File: config.mk
export PLATFORM = sky130hd
export DESIGN_NAME = alu_core_reg_flat
export DESIGN_NICKNAME = d
export VERILOG_FILES = /design/src/rtl/processor_pkg.sv /design/src/rtl/alu_core_reg_if.sv /design/src/rtl/alu_shifter.sv /design/src/rtl/alu_core_reg.sv /design/src/flat_wrapper.sv
export SDC_FILE = /design/constraint.sdc
export NUM_CORES = 1
export LEC_CHECK = 0
export CAP_MARGIN = 20
export CELL_PAD_IN_SITES_DETAIL_PLACEMENT = 0
export CELL_PAD_IN_SITES_GLOBAL_PLACEMENT = 1
export CORE_MARGIN = 5
export CORE_UTILIZATION = 40
export CTS_CLUSTER_DIAMETER = 60
export DETAILED_ROUTE_END_ITERATION = 12
export GPL_ROUTABILITY_DRIVEN = 0
export GPL_TIMING_DRIVEN = 0
export PLACE_DENSITY_LB_ADDON = 0.1
export SLEW_MARGIN = 20
export SYNTH_ARGS = -nofsm -noshare
export SYNTH_HDL_FRONTEND = slang
export SYNTH_SLANG_ARGS = --single-unit
File: constraint.sdc
create_clock -name clk -period 7.3 [get_ports clk]
set_input_delay 0.73 -clock clk [delete_from_list [all_inputs] [get_ports clk]]
set_output_delay 0.73 -clock clk [all_outputs]
set_load 0.05 [all_outputs]
File: src/rtl/processor_pkg.sv
// Shared RV32I execute-stage definitions: ALU operation codes, datapath widths
// and the bit-reversal helper used by the shifter.
package processor_pkg;

  localparam int XLEN   = 32;
  localparam int SHAMTW = 5;

  // Full ALU code space; alu_core_reg implements ADD..SRL and treats the rest as illegal.
  typedef enum logic [4:0] {
    ALU_NONE  = 5'd0,
    ALU_ADD   = 5'd1,
    ALU_SUB   = 5'd2,
    ALU_XOR   = 5'd3,
    ALU_OR    = 5'd4,
    ALU_AND   = 5'd5,
    ALU_SLL   = 5'd6,
    ALU_SRL   = 5'd7,
    ALU_SRA   = 5'd8,
    ALU_SLT   = 5'd9,
    ALU_SLTU  = 5'd10,
    ALU_IMM   = 5'd11,
    ALU_LUI   = 5'd12,
    ALU_AUIPC = 5'd13
  } alu_op_e;

  typedef enum logic {
    SHIFT_LEFT  = 1'b0,
    SHIFT_RIGHT = 1'b1
  } shift_dir_e;

  function automatic logic [XLEN-1:0] bit_reverse(input logic [XLEN-1:0] v);
    logic [XLEN-1:0] r;
    for (int i = 0; i < XLEN; i++) begin
      r[i] = v[XLEN-1-i];
    end
    return r;
  endfunction

endpackage

File: src/rtl/alu_core_reg_if.sv
// Operand/result bundle between the ALU wrapper (master) and alu_core_reg (slave).
interface alu_core_reg_if;
  import processor_pkg::*;

  // Handshake: a beat is accepted on every rising edge where in_valid is high
  // (there is no ready; the core never stalls). out_valid marks rd_write_val as
  // the result of the beat accepted on the previous edge.
  logic            in_valid;
  logic [XLEN-1:0] rs1_val;
  logic [XLEN-1:0] rs2_val;
  logic [4:0]      alu_control;
  logic            out_valid;
  logic [XLEN-1:0] rd_write_val;

  modport master (
    output in_valid, rs1_val, rs2_val, alu_control,
    input  out_valid, rd_write_val
  );

  modport slave (
    input  in_valid, rs1_val, rs2_val, alu_control,
    output out_valid, rd_write_val
  );

endinterface

File: src/rtl/alu_shifter.sv
// Logarithmic barrel shifter; right shifts reuse the left-shift stages by
// reversing the data on the way in and out.
module alu_shifter
  import processor_pkg::*;
(
  input  logic [XLEN-1:0]   data,
  input  logic [SHAMTW-1:0] shamt,
  input  shift_dir_e        dir,
  output logic [XLEN-1:0]   result
);

  logic [XLEN-1:0] stage [SHAMTW+1];

  always_comb begin
    stage[0] = (dir == SHIFT_RIGHT) ? bit_reverse(data) : data;
    for (int i = 0; i < SHAMTW; i++) begin
      stage[i+1] = shamt[i] ? (stage[i] << (1 << i)) : stage[i];
    end
    result = (dir == SHIFT_RIGHT) ? bit_reverse(stage[SHAMTW]) : stage[SHAMTW];
  end

endmodule

File: src/rtl/alu_core_reg.sv
// Integer ALU core (ADD/SUB/XOR/OR/AND/SLL/SRL) with a registered result,
// one cycle of latency and a new operation accepted every cycle.
module alu_core_reg
  import processor_pkg::*;
(
  input  logic          clk,
  input  logic          rst,
  alu_core_reg_if.slave bus
);

  alu_op_e         op;
  logic            is_sub;
  logic [XLEN-1:0] addend;
  logic [XLEN-1:0] sum;
  shift_dir_e      shift_dir;
  logic [XLEN-1:0] shift_res;
  logic [XLEN-1:0] result;

  logic            out_valid_d, out_valid_q;
  logic [XLEN-1:0] rd_write_val_d, rd_write_val_q;

  // SUB shares the adder as rs1 + ~rs2 + 1; the carry out is dropped.
  always_comb begin
    op        = alu_op_e'(bus.alu_control);
    is_sub    = (op == ALU_SUB);
    addend    = is_sub ? ~bus.rs2_val : bus.rs2_val;
    sum       = bus.rs1_val + addend + XLEN'(is_sub);
    shift_dir = (op == ALU_SRL) ? SHIFT_RIGHT : SHIFT_LEFT;
  end

  alu_shifter u_shifter (
    .data   (bus.rs1_val),
    .shamt  (bus.rs2_val[SHAMTW-1:0]),
    .dir    (shift_dir),
    .result (shift_res)
  );

  // Codes outside ADD..SRL, including ones the wrapper handles, yield zero.
  always_comb begin
    result = '0;
    case (op)
      ALU_ADD, ALU_SUB: result = sum;
      ALU_XOR:          result = bus.rs1_val ^ bus.rs2_val;
      ALU_OR:           result = bus.rs1_val | bus.rs2_val;
      ALU_AND:          result = bus.rs1_val & bus.rs2_val;
      ALU_SLL, ALU_SRL: result = shift_res;
      default:          result = '0;
    endcase
  end

  always_comb begin
    out_valid_d    = bus.in_valid;
    rd_write_val_d = bus.in_valid ? result : rd_write_val_q;
  end

  always_ff @(posedge clk) begin
    if (rst) begin
      out_valid_q    <= 1'b0;
      rd_write_val_q <= '0;
    end else begin
      out_valid_q    <= out_valid_d;
      rd_write_val_q <= rd_write_val_d;
    end
  end

  assign bus.out_valid    = out_valid_q;
  assign bus.rd_write_val = rd_write_val_q;

endmodule

File: src/flat_wrapper.sv
// flat-port wrapper written by rule: the top's interface ports become plain ports
module alu_core_reg_flat import processor_pkg::*;
  (clk, rst, bus_in_valid, bus_rs1_val, bus_rs2_val, bus_alu_control, bus_out_valid, bus_rd_write_val);
  alu_core_reg_if bus_i ();
  input  logic clk;
  input  logic rst;
  input wire logic [$bits(bus_i.in_valid)-1:0] bus_in_valid;
  input wire logic [$bits(bus_i.rs1_val)-1:0] bus_rs1_val;
  input wire logic [$bits(bus_i.rs2_val)-1:0] bus_rs2_val;
  input wire logic [$bits(bus_i.alu_control)-1:0] bus_alu_control;
  output wire logic [$bits(bus_i.out_valid)-1:0] bus_out_valid;
  output wire logic [$bits(bus_i.rd_write_val)-1:0] bus_rd_write_val;
  assign bus_i.in_valid = bus_in_valid;
  assign bus_i.rs1_val = bus_rs1_val;
  assign bus_i.rs2_val = bus_rs2_val;
  assign bus_i.alu_control = bus_alu_control;
  assign bus_out_valid = bus_i.out_valid;
  assign bus_rd_write_val = bus_i.rd_write_val;
  alu_core_reg u_core (.clk(clk), .rst(rst), .bus(bus_i));
endmodule
==> results.toml, run 1 <==
[yosys]
synth_flop_cell = "dfxtp_1"
ys_seq_area_share_pct = 8.87
ys_types = 74
synth_warnings = 0
synth_edf_count = 0
synthesis.nets = 1127
synth_cells = 957
synth_area_per_cell_sq_um = 7.78
synth_top_area_share_pct = 16.3
ys_seq_elements = 33
async_flop_share_pct = 0
synth_area_sq_mm = 0.00745
yosysTopAreaCell = "ha_1"
synth_most_common_cell = "nand2_1"
synthTopCellsByArea = "ha_1 16%, mux4_2 14%, dfxtp_1 8.9%"
netlist_top_cells_count = "118 x nand2_1, 97 x ha_1, 74 x inv_1, 59 x a21oi_1, 59 x nor2_1"

[placed_design]
place_area_sq_mm = 0.00876
dp_worst_setup_slack_ns = 1.12
dp_hpwl_mm = 27.2
io_buffers = 102
dp.cells = 1293

[timing]
fmax_mhz = 171
rsz0062_at_grt = "false"
slew_headroom_pct = 23.6
tns_ns = 0
drv_slew = 0
min_period_ns = 5.84
finalCritPeriodShare_pct = 80.0
hold_viol = 0
worst_pin_slew_ns = 1.14
setup_ws_ns = 1.46
fin_worst_skew_ns = 0
hold_slack_ns = 0.479
setup_violations = 0

[finish]
drive_above_1_share_pct = 7.31
final_util_pct = 48.3
insertedDiodeCount = 0
layout.cells.non_filler = 1301
finalInstanceArea_sq_mm = 0.00893
final_nets = 1236
area_growth_pct = 20.0

[worst_setup_path]
crit_fanout = 10
worstSetupStartpointType = "input port"
arrival_ns = 6.04
worstPathRequired_ns = 7.50
crit_type = "in2reg"
cp-end-kind = "flip-flop"

[floorplanning]
dieWidth_um = 146
dieHeight_um = 146
die_area_sq_mm = 0.0215
start_util_pct = 40.2
core_sq_mm = 0.0185
num_io_pins = 105
rows = 50

[clock_network]
cts_setup_buffers = 0
cts_tree = "done"
clock_sink_count = 33
ctsRootBufferMaster = "clkbuf_16"
clock_path_buffers = 2
post_cts_resized = 0
numCtsBuffers = 5
clk_pin_slew_worst_paths_ns = 0.06
cts_hold_buf = 0
htreeDepth = 2
worst_skew_pair.late_latency_ns = 0.30

[status]
status = "finished, final reports clean"

[route]
drtAntennaViolNets = 0
drt-initial-drc-count = 1004
vias = 8536
drc = 0
wl_per_cell_um = 26.3
vias_per_cell = 6.56
drt_first_pass_iters = 6
routed_wl_mm = 34.3

[global_routing]
grt_pass1_vias = 7951
grt-ovfl-total = 0
grt_first_pass_wirelength_mm = 51.1
grt_util_all_layers_pct = 31.0
antenna_found_initial = 1
grt_max_degree = 11

[pwr]
power_mw = 1.01
peakVddDrop_mv = 0.0825
cellPowerDensity_mw_per_mm2 = 113
power.leakage_nw = 3.48

[run]
cap_violations = 0

[worst_hold_path]
hp-class = "reg2reg"
kinds of logic after synthesis:
logic type / synth area share [%]
AOI/OAI and AO/OA: 29.2
xor gates and xnor gates: 6.23
adders and majority gates: 16.6
buffers and inverters: 7.14
DFF: 8.87
muxes: 16.5
and+or+nand+nor: 15.5
final cells by class:
type / instances / area (sq um)
fillers: 1928 / 9580
inverters: 77 / 289
well taps: 234 / 293
clock buffers: 7 / 143
flip-flops and latches: 33 / 661
repair buffers: 102 / 1020
plain buffers: 59 / 243
multi-input cells: 788 / 6260
clock inverters: 1 / 30.0
power breakdown:
| group | switching [mW] | internal [mW] |
|---|---|---|
| combinational | 0.337 | 0.215 |
| sequential | 0.00107 | 0.182 |
| clock | 0.108 | 0.171 |
registers in the layout, indices dropped and copies added (netlist names):
name and cells:
u_core.bus.out_valid 1, u_core.bus.rd_write_val 32
layout by cell type (no fill, tap or decap), types with 14 or more instances in the layout:
master,netlist,layout
o21ai_0,47,47
a221oi_1,26,26
ha_1,97,97
a21o_1,17,17
clkbuf_1,41,42
mux4_2,45,45
xnor2_1,48,48
dfxtp_1,33,33
a211oi_1,18,18
a22oi_1,30,30
a31oi_1,14,14
nand2_1,118,118
nand3_1,16,16
o211ai_1,20,20
a21oi_1,59,59
inv_1,74,74
nor2_1,59,59
clkdlybuf4s50_1,0,102
layer usage:
layer | wire [um] | GRT usage, %
met1 | 13900 | 42.2
met2 | 15200 | 48.6
met3 | 3750 | 6.61
met4 | 1350 | 11.0
met5 | 11 | 0
critical path, cell delays in order:
cell and delay, ns:
clkdlybuf4s50_1 0.60, nor3_1 0.10, nand2_1 0.24, buf_1 0.84, xnor2_1 0.24, inv_1 0.08
fa_1 0.40, nand3b_1 0.20, a211oi_1 0.43, a211oi_1 0.27, a211oi_1 0.89, a21oi_1 0.28
o32ai_1 0.33, nand2_1 0.10, a311oi_1 0.32
path summary, 6_finish.rpt:
| kind | slack (ns) | startpoint | cells past startpoint | to |
|---|---|---|---|---|
| worst max-delay path | 1.46 | bus_alu_control[2] | 15 | u_core.bus.rd_write_val[28]$_SDFFE_PP0P_ |
| worst min register to register | 0.48 | u_core.bus.rd_write_val[4]$_SDFFE_PP0P_ | 2 | u_core.bus.rd_write_val[4]$_SDFFE_PP0P_ |
| worst min-delay path | 0.48 | u_core.bus.rd_write_val[4]$_SDFFE_PP0P_ | 2 | u_core.bus.rd_write_val[4]$_SDFFE_PP0P_ |
| worst max register to register | 5.67 | u_core.bus.rd_write_val[9]$_SDFFE_PP0P_ | 6 | u_core.bus.rd_write_val[9]$_SDFFE_PP0P_ |
Power figures use the tool's default switching activity.
==> inputs of run 2 (changes only) <==
CORE_UTILIZATION = 38   (was 40)
clock period = 4.7 ns   (was 7.3 ns; I/O delays follow)
==> run 2 against run 1 <==
Effect of this change: non-clock buffer count up 3; via count is 0.32% lower; die area grew 4.9%; critical path depth shrank 1; hold slack lost 0.0095 ns; clock power increased by 53%; highest routed layer is now met4.
==> results.toml, run 2 (synthesis results as in run 1) <==
[finish]
layout.cells.non_filler = 1335
finalInstanceArea_sq_mm = 0.00907
insertedDiodeCount = 0
drive_above_1_share_pct = 9.07
final_cell_mix = "118 x nand2_1, 102 x clkdlybuf4s50_1, 97 x ha_1"
layout_commonest_cell = "nand2_1"
final_nets = 1239
nFillCells = 2033
area_growth_pct = 21.7
largest_reg_flops = 32

[pwr]
power_mw = 1.60
cellPowerDensity_mw_per_mm2 = 176
power.leakage_nw = 3.53
peakVddDrop_mv = 0.132

[clock_network]
htreeDepth = 2
worst_skew_pair.late_latency_ns = 0.30
clock_sink_count = 33
cts_tree = "done"
clk_pin_slew_worst_paths_ns = 0.07
ctsRootBufferMaster = "clkbuf_16"
numCtsBuffers = 5
clock_path_buffers = 2

[route]
drc = 0
vias = 8509
routed_wl_mm = 34.9
drt_first_pass_iters = 5
drtAntennaViolNets = 0
vias_per_cell = 6.37
drt-initial-drc-count = 943
wl_per_cell_um = 26.1

[worst_setup_path]
worstSetupStartpointType = "input port"
cpPeakStageDelay_ns = 0.61
critPathSlowestCell = "clkdlybuf4s50_1"
cpLargestDelayFamily = "compound AO/OA/AOI/OAI gates"
r2r_slack_ns = 2.95
crit_fanout = 10
arrival_ns = 4.74
crit_buf_inv = 4
worstPathRequired_ns = 4.91
crit_chain = "clkdlybuf4s50_1 -> buf_1 -> buf_2 -> xnor2_1 -> inv_1 -> fa_1 -> nand3b_1 -> a211oi_2 -> a211oi_4 -> a211oi_4 -> a21oi_1 -> o32ai_1 -> nand2_1 -> a311oi_1"
crit_type = "in2reg"
cp-end-kind = "flip-flop"
cpMostUsedCell = "a211oi_4"

[timing]
drv_slew = 0
fmax_mhz = 221
min_period_ns = 4.53
tns_ns = 0
hold_viol = 0
setup_ws_ns = 0.174
setup_violations = 0
rsz0062_at_grt = "false"
worst_pin_slew_ns = 1.15
fin_worst_skew_ns = 0
finalCritPeriodShare_pct = 96.3
slew_headroom_pct = 22.8

[placed_design]
dp.cells = 1324
place_area_sq_mm = 0.00880
dp_worst_setup_slack_ns = -1.15
io_buffers = 102
dp_hpwl_mm = 27.6

[global_routing]
grt_first_pass_wirelength_mm = 51.1
grt_pass1_vias = 8276
antenna_found_initial = 1
grt_util_all_layers_pct = 30.5
grt_max_degree = 13
grt-ovfl-total = 0

[floorplanning]
rows = 51
num_io_pins = 105
start_util_pct = 38.4
die_area_sq_mm = 0.0225
core_sq_mm = 0.0194
dieHeight_um = 150
dieWidth_um = 150

[status]
status = "finished, final reports clean"

[run]
cap_violations = 0

[worst_hold_path]
hp-class = "reg2reg"
==> run 2: changes by cell type in the layout (fill, tap and decap cells not counted), moves of 3 or more <==
cell / change
a211oi_1: -5
buf_1: -4
buf_4: +4
clkbuf_1: -4
a211oi_2: +3
buf_2: +3
==> run 2: stage by stage <==
step | utilization [%] | hold WS (ns)
floorplan | - | 0.664
global placement | 45.4 | 0.458
detailed placement | 45.4 | 0.459
CTS | 46.5 | 0.469
global route | 46.7 | 0.490
finish | 46.7 | 0.469
==> run 2: power by group <==
group	leakage (nW)	internal (mW)	switching [mW]
clock network	0.0800	0.252	0.176
logic	3.18	0.346	0.538
registers	0.266	0.282	0.00155
total	3.53	0.881	0.715
==> run 2: path summary, 6_finish.rpt <==
check,endpoint,from,cells past startpoint
max,u_core.bus.rd_write_val[28]$_SDFFE_PP0P_,bus_rs2_val[1],14
min,u_core.bus.rd_write_val[4]$_SDFFE_PP0P_,u_core.bus.rd_write_val[4]$_SDFFE_PP0P_,2
max reg2reg,u_core.bus.rd_write_val[9]$_SDFFE_PP0P_,u_core.bus.rd_write_val[9]$_SDFFE_PP0P_,6
min reg2reg,u_core.bus.rd_write_val[4]$_SDFFE_PP0P_,u_core.bus.rd_write_val[4]$_SDFFE_PP0P_,2
==> run 2: timing repair <==
action,4_1_cts,5_1_grt
setup buffers,0,4
pin swaps,0,2
gates resized for setup,11,17
hold buffers,0,0
endpoints found under the setup margin,22,18
==> run 2: cell type report <==
class / count / area, sq um / area share, %
clock buffers: 5 / 125 / 1.38
inverters: 77 / 289 / 3.19
flip-flops and latches: 33 / 661 / 7.29
repair buffers: 106 / 1050 / 11.6
plain buffers: 58 / 249 / 2.75
clock inverters: 3 / 46.3 / 0.511
well taps: 265 / 332 / 3.66
multi-input cells: 788 / 6310 / 69.6
==> run 2: tightest hold or removal path, cell delays in order, from the launching register on <==
cell,delay [ns]
dfxtp_1,0.32
nand2_1,0.06
o21ai_1,0.05
==> run 2: per-layer routing <==
layer | track usage, % | vias up | share of wire, %
met5 | 0 | - | 0
li1 | - | 3848 | -
met3 | 8.84 | 87 | 11
met1 | 39.3 | 4063 | 41
met4 | 11.7 | 0 | 4.1
met2 | 48.3 | 511 | 44
